File: src/rtl/apb_master.sv
// APB requester: takes one read/write command at a time on a valid/ready
// command port and runs the APB SETUP and ACCESS phases. It returns read
// data and error status on a valid/ready response port. A wait-state
// timeout aborts the transfer when a slave never asserts pready.
//
// Handshake rule for both ports: a transfer happens on a rising pclk edge
// where valid and ready are both high. Once the producer raises valid, it
// holds valid and the payload stable until that edge. The response port
// also holds rsp_rdata, rsp_err and rsp_timeout stable while rsp_valid is
// high and rsp_ready is low.
module apb_master #(
  parameter int ADDR_WIDTH = 8,
  parameter int DATA_WIDTH = 8,
  parameter int TIMEOUT    = 16
) (
  input  logic                  pclk,
  input  logic                  prstn,
  // command port
  input  logic                  cmd_valid,
  output logic                  cmd_ready,
  input  logic                  cmd_write,
  input  logic [ADDR_WIDTH-1:0] cmd_addr,
  input  logic [DATA_WIDTH-1:0] cmd_wdata,
  // response port
  output logic                  rsp_valid,
  input  logic                  rsp_ready,
  output logic [DATA_WIDTH-1:0] rsp_rdata,
  output logic                  rsp_err,
  output logic                  rsp_timeout,
  // APB bus
  output logic [ADDR_WIDTH-1:0] paddr,
  output logic                  pselx,
  output logic                  penable,
  output logic                  pwrite,
  output logic [DATA_WIDTH-1:0] pwdata,
  input  logic                  pready,
  input  logic [DATA_WIDTH-1:0] prdata,
  input  logic                  pslverr
);

  // The wait counter must hold values up to TIMEOUT-1. It keeps at least
  // one bit so that it stays legal when the timeout is disabled.
  localparam int CW = (TIMEOUT > 0) ? $clog2(TIMEOUT + 1) : 1;
  localparam int LAST_WAIT_INT = (TIMEOUT > 0) ? (TIMEOUT - 1) : 0;
  localparam logic [CW-1:0] LAST_WAIT = CW'(LAST_WAIT_INT);

  typedef enum logic [1:0] {
    IDLE   = 2'd0,
    SETUP  = 2'd1,
    ACCESS = 2'd2,
    RESP   = 2'd3
  } state_t;

  // The state is kept as a named variable so that checkers can bind to it
  // hierarchically.
  state_t        state;
  logic [CW-1:0] wait_cnt;

  // Only one transfer can be in flight, so a command is taken only in IDLE.
  assign cmd_ready = (state == IDLE);

  // Transfer sequencer. All bus and response outputs are registered here.
  // The wait counter counts the ACCESS cycles already spent with pready low.
  // The abort therefore fires on the edge that sees the TIMEOUT-th
  // consecutive wait cycle. A ready slave on that same edge still wins.
  always_ff @(posedge pclk or negedge prstn) begin
    if (!prstn) begin
      state       <= IDLE;
      pselx       <= 1'b0;
      penable     <= 1'b0;
      pwrite      <= 1'b0;
      paddr       <= '0;
      pwdata      <= '0;
      rsp_valid   <= 1'b0;
      rsp_rdata   <= '0;
      rsp_err     <= 1'b0;
      rsp_timeout <= 1'b0;
      wait_cnt    <= '0;
    end else begin
      case (state)
        IDLE: begin
          if (cmd_valid) begin
            paddr  <= cmd_addr;
            pwrite <= cmd_write;
            pwdata <= cmd_wdata;
            pselx  <= 1'b1;
            state  <= SETUP;
          end
        end

        SETUP: begin
          penable <= 1'b1;
          state   <= ACCESS;
        end

        ACCESS: begin
          if (pready) begin
            pselx       <= 1'b0;
            penable     <= 1'b0;
            rsp_valid   <= 1'b1;
            rsp_rdata   <= pwrite ? '0 : prdata;
            rsp_err     <= pslverr;
            rsp_timeout <= 1'b0;
            wait_cnt    <= '0;
            state       <= RESP;
          end else if ((TIMEOUT != 0) && (wait_cnt == LAST_WAIT)) begin
            pselx       <= 1'b0;
            penable     <= 1'b0;
            rsp_valid   <= 1'b1;
            rsp_rdata   <= '0;
            rsp_err     <= 1'b1;
            rsp_timeout <= 1'b1;
            wait_cnt    <= '0;
            state       <= RESP;
          end else if (TIMEOUT != 0) begin
            wait_cnt <= wait_cnt + 1'b1;
          end
        end

        RESP: begin
          if (rsp_ready) begin
            rsp_valid <= 1'b0;
            state     <= IDLE;
          end
        end

        default: begin
          state <= IDLE;
        end
      endcase
    end
  end

endmodule

File: config.mk
export PLATFORM = sky130hd
export DESIGN_NAME = apb_master
export DESIGN_NICKNAME = d
export VERILOG_FILES = /design/src/rtl/apb_master.sv
export SDC_FILE = /design/constraint.sdc
export NUM_CORES = 1
export LEC_CHECK = 0
export BUFFER_PORTS_ARGS = -buffer_cell sky130_fd_sc_hd__buf_2
export CAP_MARGIN = 20
export CORE_UTILIZATION = 40
export DETAILED_ROUTE_END_ITERATION = 8
export PLACE_DENSITY = 0.68
export SYNTH_ARGS = -nofsm -noshare
export SYNTH_HDL_FRONTEND = slang
export SYNTH_SLANG_ARGS = --single-unit
File: constraint.sdc
create_clock -name pclk -period 2.4 [get_ports pclk]
set_clock_uncertainty 0.1 [all_clocks]
set_input_delay 0.24 -clock pclk [delete_from_list [all_inputs] [get_ports pclk]]
set_output_delay 0.24 -clock pclk [all_outputs]
set_load 0.03 [all_outputs]
Word-level counts from Yosys, hierarchy flattened
Index checks and enable logic that the tools add are counted.
{"block": "word_totals", "n_memories": 0, "romBits": 0, "register_bits": 37, "inputBits": 31, "mem_bits_rw": 0, "latchBits": 0, "out_inout_bits": 31}
{"block": "classes", "n_mul": 0, "eq_ne": 7, "order_cmp": 0, "muxes": 21, "shift": 0, "n_reduce_logical": 11, "n_div": 0, "add_sub_neg": 1, "n_bitwise": 0}
{"cell": "$mux 8", "count": 3}
{"cell": "$mux 5", "count": 2}
{"cell": "$reduce_and 3->1", "count": 3}
{"cell": "$mux 1", "count": 8}
{"cell": "$mux 2", "count": 4}
{"cell": "$pmux 2 s4", "count": 1}
{"cell": "$reduce_bool 2->1", "count": 4}
{"cell": "$pmux 1 s2", "count": 3}
{"cell": "$reduce_and 2->1", "count": 3}
{"cell": "$add 5x1->5 const B", "count": 1}
{"cell": "$eq 5x4->1 const B", "count": 1}
{"cell": "$eq 2x2->1 const B", "count": 2}
{"cell": "$ne 2x2->1 const B", "count": 2}
{"cell": "$ne 3x3->1 const B", "count": 1}
{"cell": "$eq 2x1->1 const B", "count": 1}
{"cell": "$logic_not 2->1", "count": 1}

Depth between registers and ports, before layout
Gate-level depths: netlist of run 1.
{"block": "depth", "depth_word": 4, "mapped_depth": 6, "depth_no_buf": 5}

Worst setup path before layout of run 1
OpenSTA, ideal clock, no wires.
{"block": "synth_path", "path_type": "flip-flop to flip-flop", "startpoint": "reg state[0]", "endpoint": "reg paddr[5]", "setup_slack_ns": 0.618, "t_required_ns": 2.175, "path_buffers": 1, "period_less_slack_ns": 1.782, "setup_time_ns": 0.125, "arrival_time_ns": 1.557, "stages_incl_launch_ff": 6, "path_cell_list": "dfrtp_1 -> inv_1 -> ha_1 -> nand2_2 -> buf_2 -> mux2_2"}
{"block": "synth_via", "elab_chain_len": 2}
{"item": "start: declaration", "line_no": "56", "text": "state_t state;"}
{"item": "start signal: assignment", "line_no": "68", "text": "state <= IDLE;"}
{"item": "start signal: assignment", "line_no": "87", "text": "state <= SETUP;"}
{"item": "start signal: assignment", "line_no": "93", "text": "state <= ACCESS;"}
{"item": "$logic_not 2->1"}
{"item": "via cmd_ready", "line_no": "20", "text": "output logic cmd_ready,"}
{"item": "$reduce_and 2->1 (no line)"}
{"item": "end signal: assignment", "line_no": "83", "text": "paddr <= cmd_addr;"}
{"item": "end: declaration", "line_no": "31", "text": "output logic [ADDR_WIDTH-1:0] paddr,"}
The timed path passes the listed nets, and every way through them passes these cells.
A chain may end at the register's enable or synchronous reset.

Worst setup path after layout of run 1
{"block": "layout_path", "startpoint": "reg state[0]", "endpoint": "reg rsp_rdata[4]"}
{"block": "layout_via", "elab_chain_len": 2}
{"item": "$eq 2x2->1", "line_no": "80", "text": "case (state)"}
{"item": "$reduce_and 2->1 (no line)"}
{"item": "end signal: assignment", "line_no": "101", "text": "rsp_rdata <= pwrite ? '0 : prdata;"}
{"item": "end: declaration", "line_no": "27", "text": "output logic [DATA_WIDTH-1:0] rsp_rdata,"}
No other way between the ends.

==> results of run 1 <==
per-layer routing:
| metal | track usage, % | wire, um |
|---|---|---|
| met1 | 20.3 | 1400 |
| met3 | 6.16 | 211 |
| met2 | 27.3 | 1700 |
| met4 | 6.94 | 40 |
| met5 | 0 | 0 |
sequential cells by signal, indices dropped and copies added, names as in the netlist, 2 cells and up:
| register | count |
|---|---|
| pwdata | 8 |
| paddr | 8 |
| state | 2 |
| rsp_rdata | 8 |
| wait_cnt | 5 |
timing repair:
item                      CTS  global route
gates resized for setup     0             0
hold endpoints to repair   37             0
hold buffers                1             0
worst paths after layout:
| kind | from | endpoint | slack (ns) |
|---|---|---|---|
| worst min-delay path | prdata[2] | rsp_rdata[2]$_DFFE_PN0P_ | 0.09 |
| max in group asynchronous | prstn | wait_cnt[2]$_DFFE_PN0N_ | 1.24 |
| min in group asynchronous | prstn | rsp_rdata[2]$_DFFE_PN0P_ | 0.47 |
| worst min register to register | rsp_rdata[2]$_DFFE_PN0P_ | rsp_rdata[2]$_DFFE_PN0P_ | 0.40 |
| worst max-delay path | state[0]$_DFFE_PN0P_ | rsp_rdata[4]$_DFFE_PN0P_ | 0.47 |
| worst max register to register | state[0]$_DFFE_PN0P_ | rsp_rdata[4]$_DFFE_PN0P_ | 0.47 |
worst register-to-register path, delay by kind of cell, from the launching register on:
family                   cells  cell delay, ns
AO/OA/AOI/OAI                1            0.24
adder cells (fa/ha/maj)      1            0.45
buffers and inverters        1            0.12
flip-flops                   1            0.41
AND/OR/NAND/NOR              2            0.54
area by class of cell:
type	count	area, um2	area share, %
Clock buffer	7	86.3	4.20
Sequential cell	37	926	45.0
Clock inverter	1	30.0	1.46
Tap cell	48	60.1	2.92
Multi-Input combinational cell	71	617	30.0
Timing Repair Buffer	62	315	15.3
Inverter	6	22.5	1.09
per-stage QoR:
stage / total power, W / instances / hold slack [ns] / utilization, %
2_1_floorplan: 0.00219 / 117 / -0.156 / -
3_3_place_gp: 0.00257 / 223 / 0.264 / 52.0
3_5_place_dp: 0.00263 / 223 / 0.269 / 52.0
4_1_cts: 0.00319 / 232 / 0.0773 / 55.4
5_1_grt: 0.00335 / 232 / 0.0755 / 55.4
6_report: 0.00316 / 232 / 0.0862 / 55.4
cells by family after synthesis:
kind of cell    after synthesis  share of synthesized area (%)
flops                        37                           58.6
compound gates               25                           13.0
mux                          20                           14.4
simple gates                 20                           6.89
buf+inv                       9                           2.37
fa+ha+maj                     6                           4.75
placed cells by master (no fill, tap or decap), types with 2 or more instances in the layout:
master and n:
dfrtp_1 37, o2bb2ai_1 4, nor2_1 4, o21ai_0 2
nor2b_1 2, nand2_1 5, mux2_2 18, nand2b_1 3
a21oi_1 3, a31oi_1 3, a22o_1 8, inv_1 6
ha_1 6, clkbuf_8 6, buf_2 61, nand3_1 3
power by group:
| part | internal [W] | total [W] | leakage (nW) | switching [W] |
|---|---|---|---|---|
| Clock | 0.000339 | 0.000541 | 0.0585 | 0.000202 |
| Combinational | 0.000569 | 0.00151 | 0.528 | 0.000946 |
| Sequential | 0.000920 | 0.00110 | 0.448 | 0.000185 |
==> results.json, run 1 <==
{
  "status": "finished clean",
  "r2r_cells": 5,
  "track_usage_pct": 16.9,
  "synth_seq_area_share_pct": 58.6,
  "postCtsSetupRepairBufs": 0,
  "crit_chain": "inv_1 -> ha_1 -> nand2_1 -> nor2_1 -> a22o_1",
  "worstPathRequired_ns": 2.52,
  "first_iter_violations": 36,
  "critPathMaxStageDelay_ns": 0.45,
  "grt_max_degree": 38,
  "drt_wl_total_um": 3350,
  "core_mm2": 0.00372,
  "max_slew_margin_pct": 48.1,
  "syn_area_mm2": 0.00158,
  "ys.flop_type": "dfrtp_1",
  "antenna_found_initial": 0,
  "drv_cap": 0,
  "dpl_cell_area_mm2": 0.00193,
  "post_drt_via_cell_ratio": 5.12,
  "cts_tree": "built",
  "clock_sinks": 37,
  "critPathLaunchType": "register",
  "hp-class": "in2reg",
  "synth_top_area_share_pct": 58.6,
  "synthArstFlopShare_pct": 100,
  "cts_inserted_buffers": 5,
  "fillers": 331,
  "max-clock-path-buffers": 2,
  "syn_inst": 117,
  "timing.fmax_ghz": 0.517,
  "finalCritPeriodShare_pct": 80.6,
  "path_buf_inv": 1,
  "antenna_cells": 0,
  "dpl_worst_slack_ns": 0.494,
  "synth_top_area_cell": "dfrtp_1",
  "layout-drive-gt1-share_pct": 50.0,
  "layout.nets": 220,
  "slew_violations": 0,
  "start_util_pct": 42.5,
  "path_depth": 5,
  "gr-total-overflow": 0,
  "design.die.area_mm2": 0.00421,
  "clock-root-buffer": "clkbuf_8",
  "drc": 0,
  "postRouteAntennaNets": 0,
  "cp_max_fo": 14,
  "synth.most_common_cell": "dfrtp_1",
  "grt_pass1_vias": 1136,
  "irDropWorstVdd_mv": 0.670,
  "dr.pass1.iters": 4,
  "tns_ns": 0,
  "yosysUniqueCellTypes": 25,
  "ys_ff_latch": 37,
  "gp_congestion": 0.856,
  "final_cell_area_mm2": 0.00206,
  "synth_enable_flop_cells": 0,
  "routed-via-count": 1187,
  "num_rows": 22,
  "io_pins": 62,
  "synth_area_leaders": "dfrtp_1, mux2_2, ha_1, a22o_1, o2bb2ai_1",
  "worst-endpoint-arrival_ns": 2.05,
  "die_y_um": 64.9,
  "leakagePower_nw": 1.04,
  "setup_slack_ns": 0.466,
  "min_period_ns": 1.93,
  "syn_area_per_cell_um2": 13.5,
  "clock_latency_ns": 0.28,
  "htreeDepth": 2,
  "critical_path_class": "reg2reg",
  "p_per_area_mw_per_mm2": 1540,
  "whs_path_depth": 2,
  "rsz0062_at_grt": "false",
  "crit_path_end_kind": "register",
  "crit_family": "simple AND/OR/NAND/NOR gates",
  "area_growth_syn_to_layout_pct": 30.2,
  "fp.dieW_um": 64.9,
  "hold_viol_final": 0,
  "synth.net_count": 154,
  "clk_pin_slew_ns": 0.07,
  "ys_warn_count": 0,
  "routedWlPerCell_um": 14.4,
  "finalSetupViolCount": 0,
  "tightest_slew_ns": 0.779,
  "synth_common_cells": "dfrtp_1, mux2_2, a22o_1",
  "port_buffers": 61,
  "grt_first_pass_wirelength_um": 5270,
  "dp_hpwl_um": 2500,
  "crit_slowest_cell": "ha_1"
}
Note: power is estimated with default switching activity, not from simulation.
==> run 2, diff against run 1 <==
--- a/config.mk
+++ b/config.mk
@@ -9,7 +9,7 @@
 export CAP_MARGIN = 20
 export CORE_UTILIZATION = 40
 export DETAILED_ROUTE_END_ITERATION = 8
-export PLACE_DENSITY = 0.68
+export PLACE_DENSITY = 0.7
 export SYNTH_ARGS = -nofsm -noshare
 export SYNTH_HDL_FRONTEND = slang
 export SYNTH_SLANG_ARGS = --single-unit
==> constraint.sdc (replaced) <==
create_clock -name pclk -period 1.71 [get_ports pclk]
set_clock_uncertainty 0.1 [all_clocks]
set_input_delay 0.171 -clock pclk [delete_from_list [all_inputs] [get_ports pclk]]
set_output_delay 0.171 -clock pclk [all_outputs]
set_load 0.03 [all_outputs]
==> run 2 against run 1 <==
Combinational power rose by 42%. Worst hold slack worse by 0.076 ns. Register-to-register slack lost 0.38 ns. Routed wire length rose by 1.3%. Core utilization up 0.74 points. Maximum frequency grew 19%. Sequential share of layout area is 0.59 points lower. Worst setup slack got worse by 0.38 ns. Highest routed layer unchanged. Largest power group unchanged.
==> results.json, run 2 (synthesized netlist as in run 1, its figures left out) <==
{
  "grt_pass1_vias": 1168,
  "hp-class": "in2reg",
  "worst-endpoint-arrival_ns": 1.70,
  "fillers": 347,
  "routed-via-count": 1192,
  "fin_util_pct": 56.1,
  "clk_pin_slew_ns": 0.07,
  "crit_path_end_kind": "register",
  "min_period_ns": 1.63,
  "postRouteAntennaNets": 0,
  "grt_max_degree": 32,
  "max_slew_margin_pct": 53.2,
  "design.die.area_mm2": 0.00421,
  "dp_hpwl_um": 2540,
  "grt_first_pass_wirelength_um": 5360,
  "finalSetupViolCount": 0,
  "irDropWorstVdd_mv": 0.845,
  "crit_slowest_cell": "dfrtp_1",
  "drv_cap": 0,
  "power.total_w": 0.00448,
  "p_per_area_mw_per_mm2": 2150,
  "tightest_slew_ns": 0.702,
  "clock_latency_ns": 0.28,
  "postCtsSetupRepairBufs": 0,
  "clock-root-buffer": "clkbuf_8",
  "leakagePower_nw": 1.05,
  "port_buffers": 61,
  "critical_path_class": "reg2reg",
  "regArea_um2": 926,
  "gr-total-overflow": 0,
  "die_y_um": 64.9,
  "slew_violations": 0,
  "drc": 0,
  "start_util_pct": 42.5,
  "gp_congestion": 0.748,
  "cts_inserted_buffers": 5,
  "dr_wl_met2_um": 1770,
  "fp.dieW_um": 64.9,
  "wl_met1_um": 1410,
  "post_drt_via_cell_ratio": 5.09,
  "core_mm2": 0.00372,
  "top_layer_used": "met4",
  "cp_max_fo": 5,
  "largestRegisters": "paddr: 8 flops, pwdata: 8 flops, rsp_rdata: 8 flops",
  "area_growth_syn_to_layout_pct": 31.9,
  "first_iter_violations": 29,
  "max-clock-path-buffers": 2,
  "layout-drive-gt1-share_pct": 52.2,
  "routedWlPerCell_um": 14.5,
  "rsz0062_at_grt": "false",
  "finalCritPeriodShare_pct": 95.1,
  "cts_tree": "built",
  "hold_viol_final": 0,
  "drt_wl_total_um": 3390,
  "layout_commonest_cell": "buf_2",
  "multi_input_area_um2": 629,
  "antenna_found_initial": 0,
  "critPathLaunchType": "register",
  "track_usage_pct": 17.5,
  "worstPathRequired_ns": 1.78,
  "status": "finished clean",
  "io_pins": 62,
  "num_rows": 22,
  "dr_wl_met3_um": 143,
  "clock_sinks": 37,
  "critPathMaxStageDelay_ns": 0.40,
  "dr.pass1.iters": 4,
  "htreeDepth": 2,
  "antenna_cells": 0,
  "layout.nets": 222,
  "mostFrequentLayoutCells": "buf_2, dfrtp_1, mux2_2, a22o_1",
  "crit_chain": "ha_1 -> and4b_4 -> o221a_4 -> mux2_4",
  "timing.fmax_ghz": 0.615
}
==> run 2: per-stage QoR <==
step / instances / setup TNS [ns] / setup WS (ns) / cell area [um2] / hold WS (ns)
2_1_floorplan: 117 / 0 / 0.0434 / 1580 / -0.225
3_3_place_gp: 225 / 0 / 0.108 / 1950 / 0.133
3_5_place_dp: 225 / -0.382 / -0.0521 / 1950 / 0.152
4_1_cts: 234 / 0 / 0.0227 / 2080 / 0.0000541
5_1_grt: 234 / 0 / 0.00117 / 2080 / 0.000708
6_report: 234 / 0 / 0.0842 / 2080 / 0.0103
==> run 2: layout make-up <==
type	instances	area share, %
clock buffers	7	4.14
clock inverters	1	1.44
inverters	6	1.08
multi-input cells	71	30.2
flip-flops and latches	37	44.4
well taps	48	2.88
repair buffers	64	15.8
==> run 2: final timing paths <==
check / slack, ns / cells past startpoint / endpoint / startpoint
worst min-delay path: 0.01 / 2 / rsp_rdata[3]$_DFFE_PN0P_ / prdata[3]
worst max-delay path: 0.08 / 4 / state[1]$_DFFE_PN0P_ / wait_cnt[0]$_DFFE_PN0N_
max in group asynchronous: 0.57 / 3 / rsp_timeout$_DFFE_PN0P_ / prstn
worst min register to register: 0.40 / 1 / rsp_rdata[0]$_DFFE_PN0P_ / rsp_rdata[0]$_DFFE_PN0P_
min in group asynchronous: 0.37 / 2 / rsp_rdata[5]$_DFFE_PN0P_ / prstn
worst max register to register: 0.08 / 4 / state[1]$_DFFE_PN0P_ / wait_cnt[0]$_DFFE_PN0N_
==> run 2: what timing repair did <==
| item | 4_1_cts | 5_1_grt |
|---|---|---|
| hold buffers | 1 | 0 |
| gates resized for setup | 1 | 2 |
| endpoints found under the hold margin | 30 | 0 |
| endpoints found under the setup margin | 8 | 30 |
==> run 2: where the power goes <==
group          switching, W  leakage, nW  internal [W]
logic               0.00133        0.541      0.000825
registers          0.000264        0.448       0.00129
clock network      0.000291       0.0585      0.000475
total               0.00188         1.05       0.00259
==> run 2: layer usage <==
metal / up-vias / track usage [%]
li1: 557 / -
met5: - / 0
met2: 31 / 29.3
met4: 0 / 11.4
met3: 7 / 4.05
met1: 597 / 19.9
==> run 2: critical path: cells and delay by family (launching register included) <==
family / cells / cell delay, ns
fa+ha+maj: 1 / 0.26
compound gates: 1 / 0.25
mux: 1 / 0.29
flops: 1 / 0.40
simple gates: 1 / 0.22
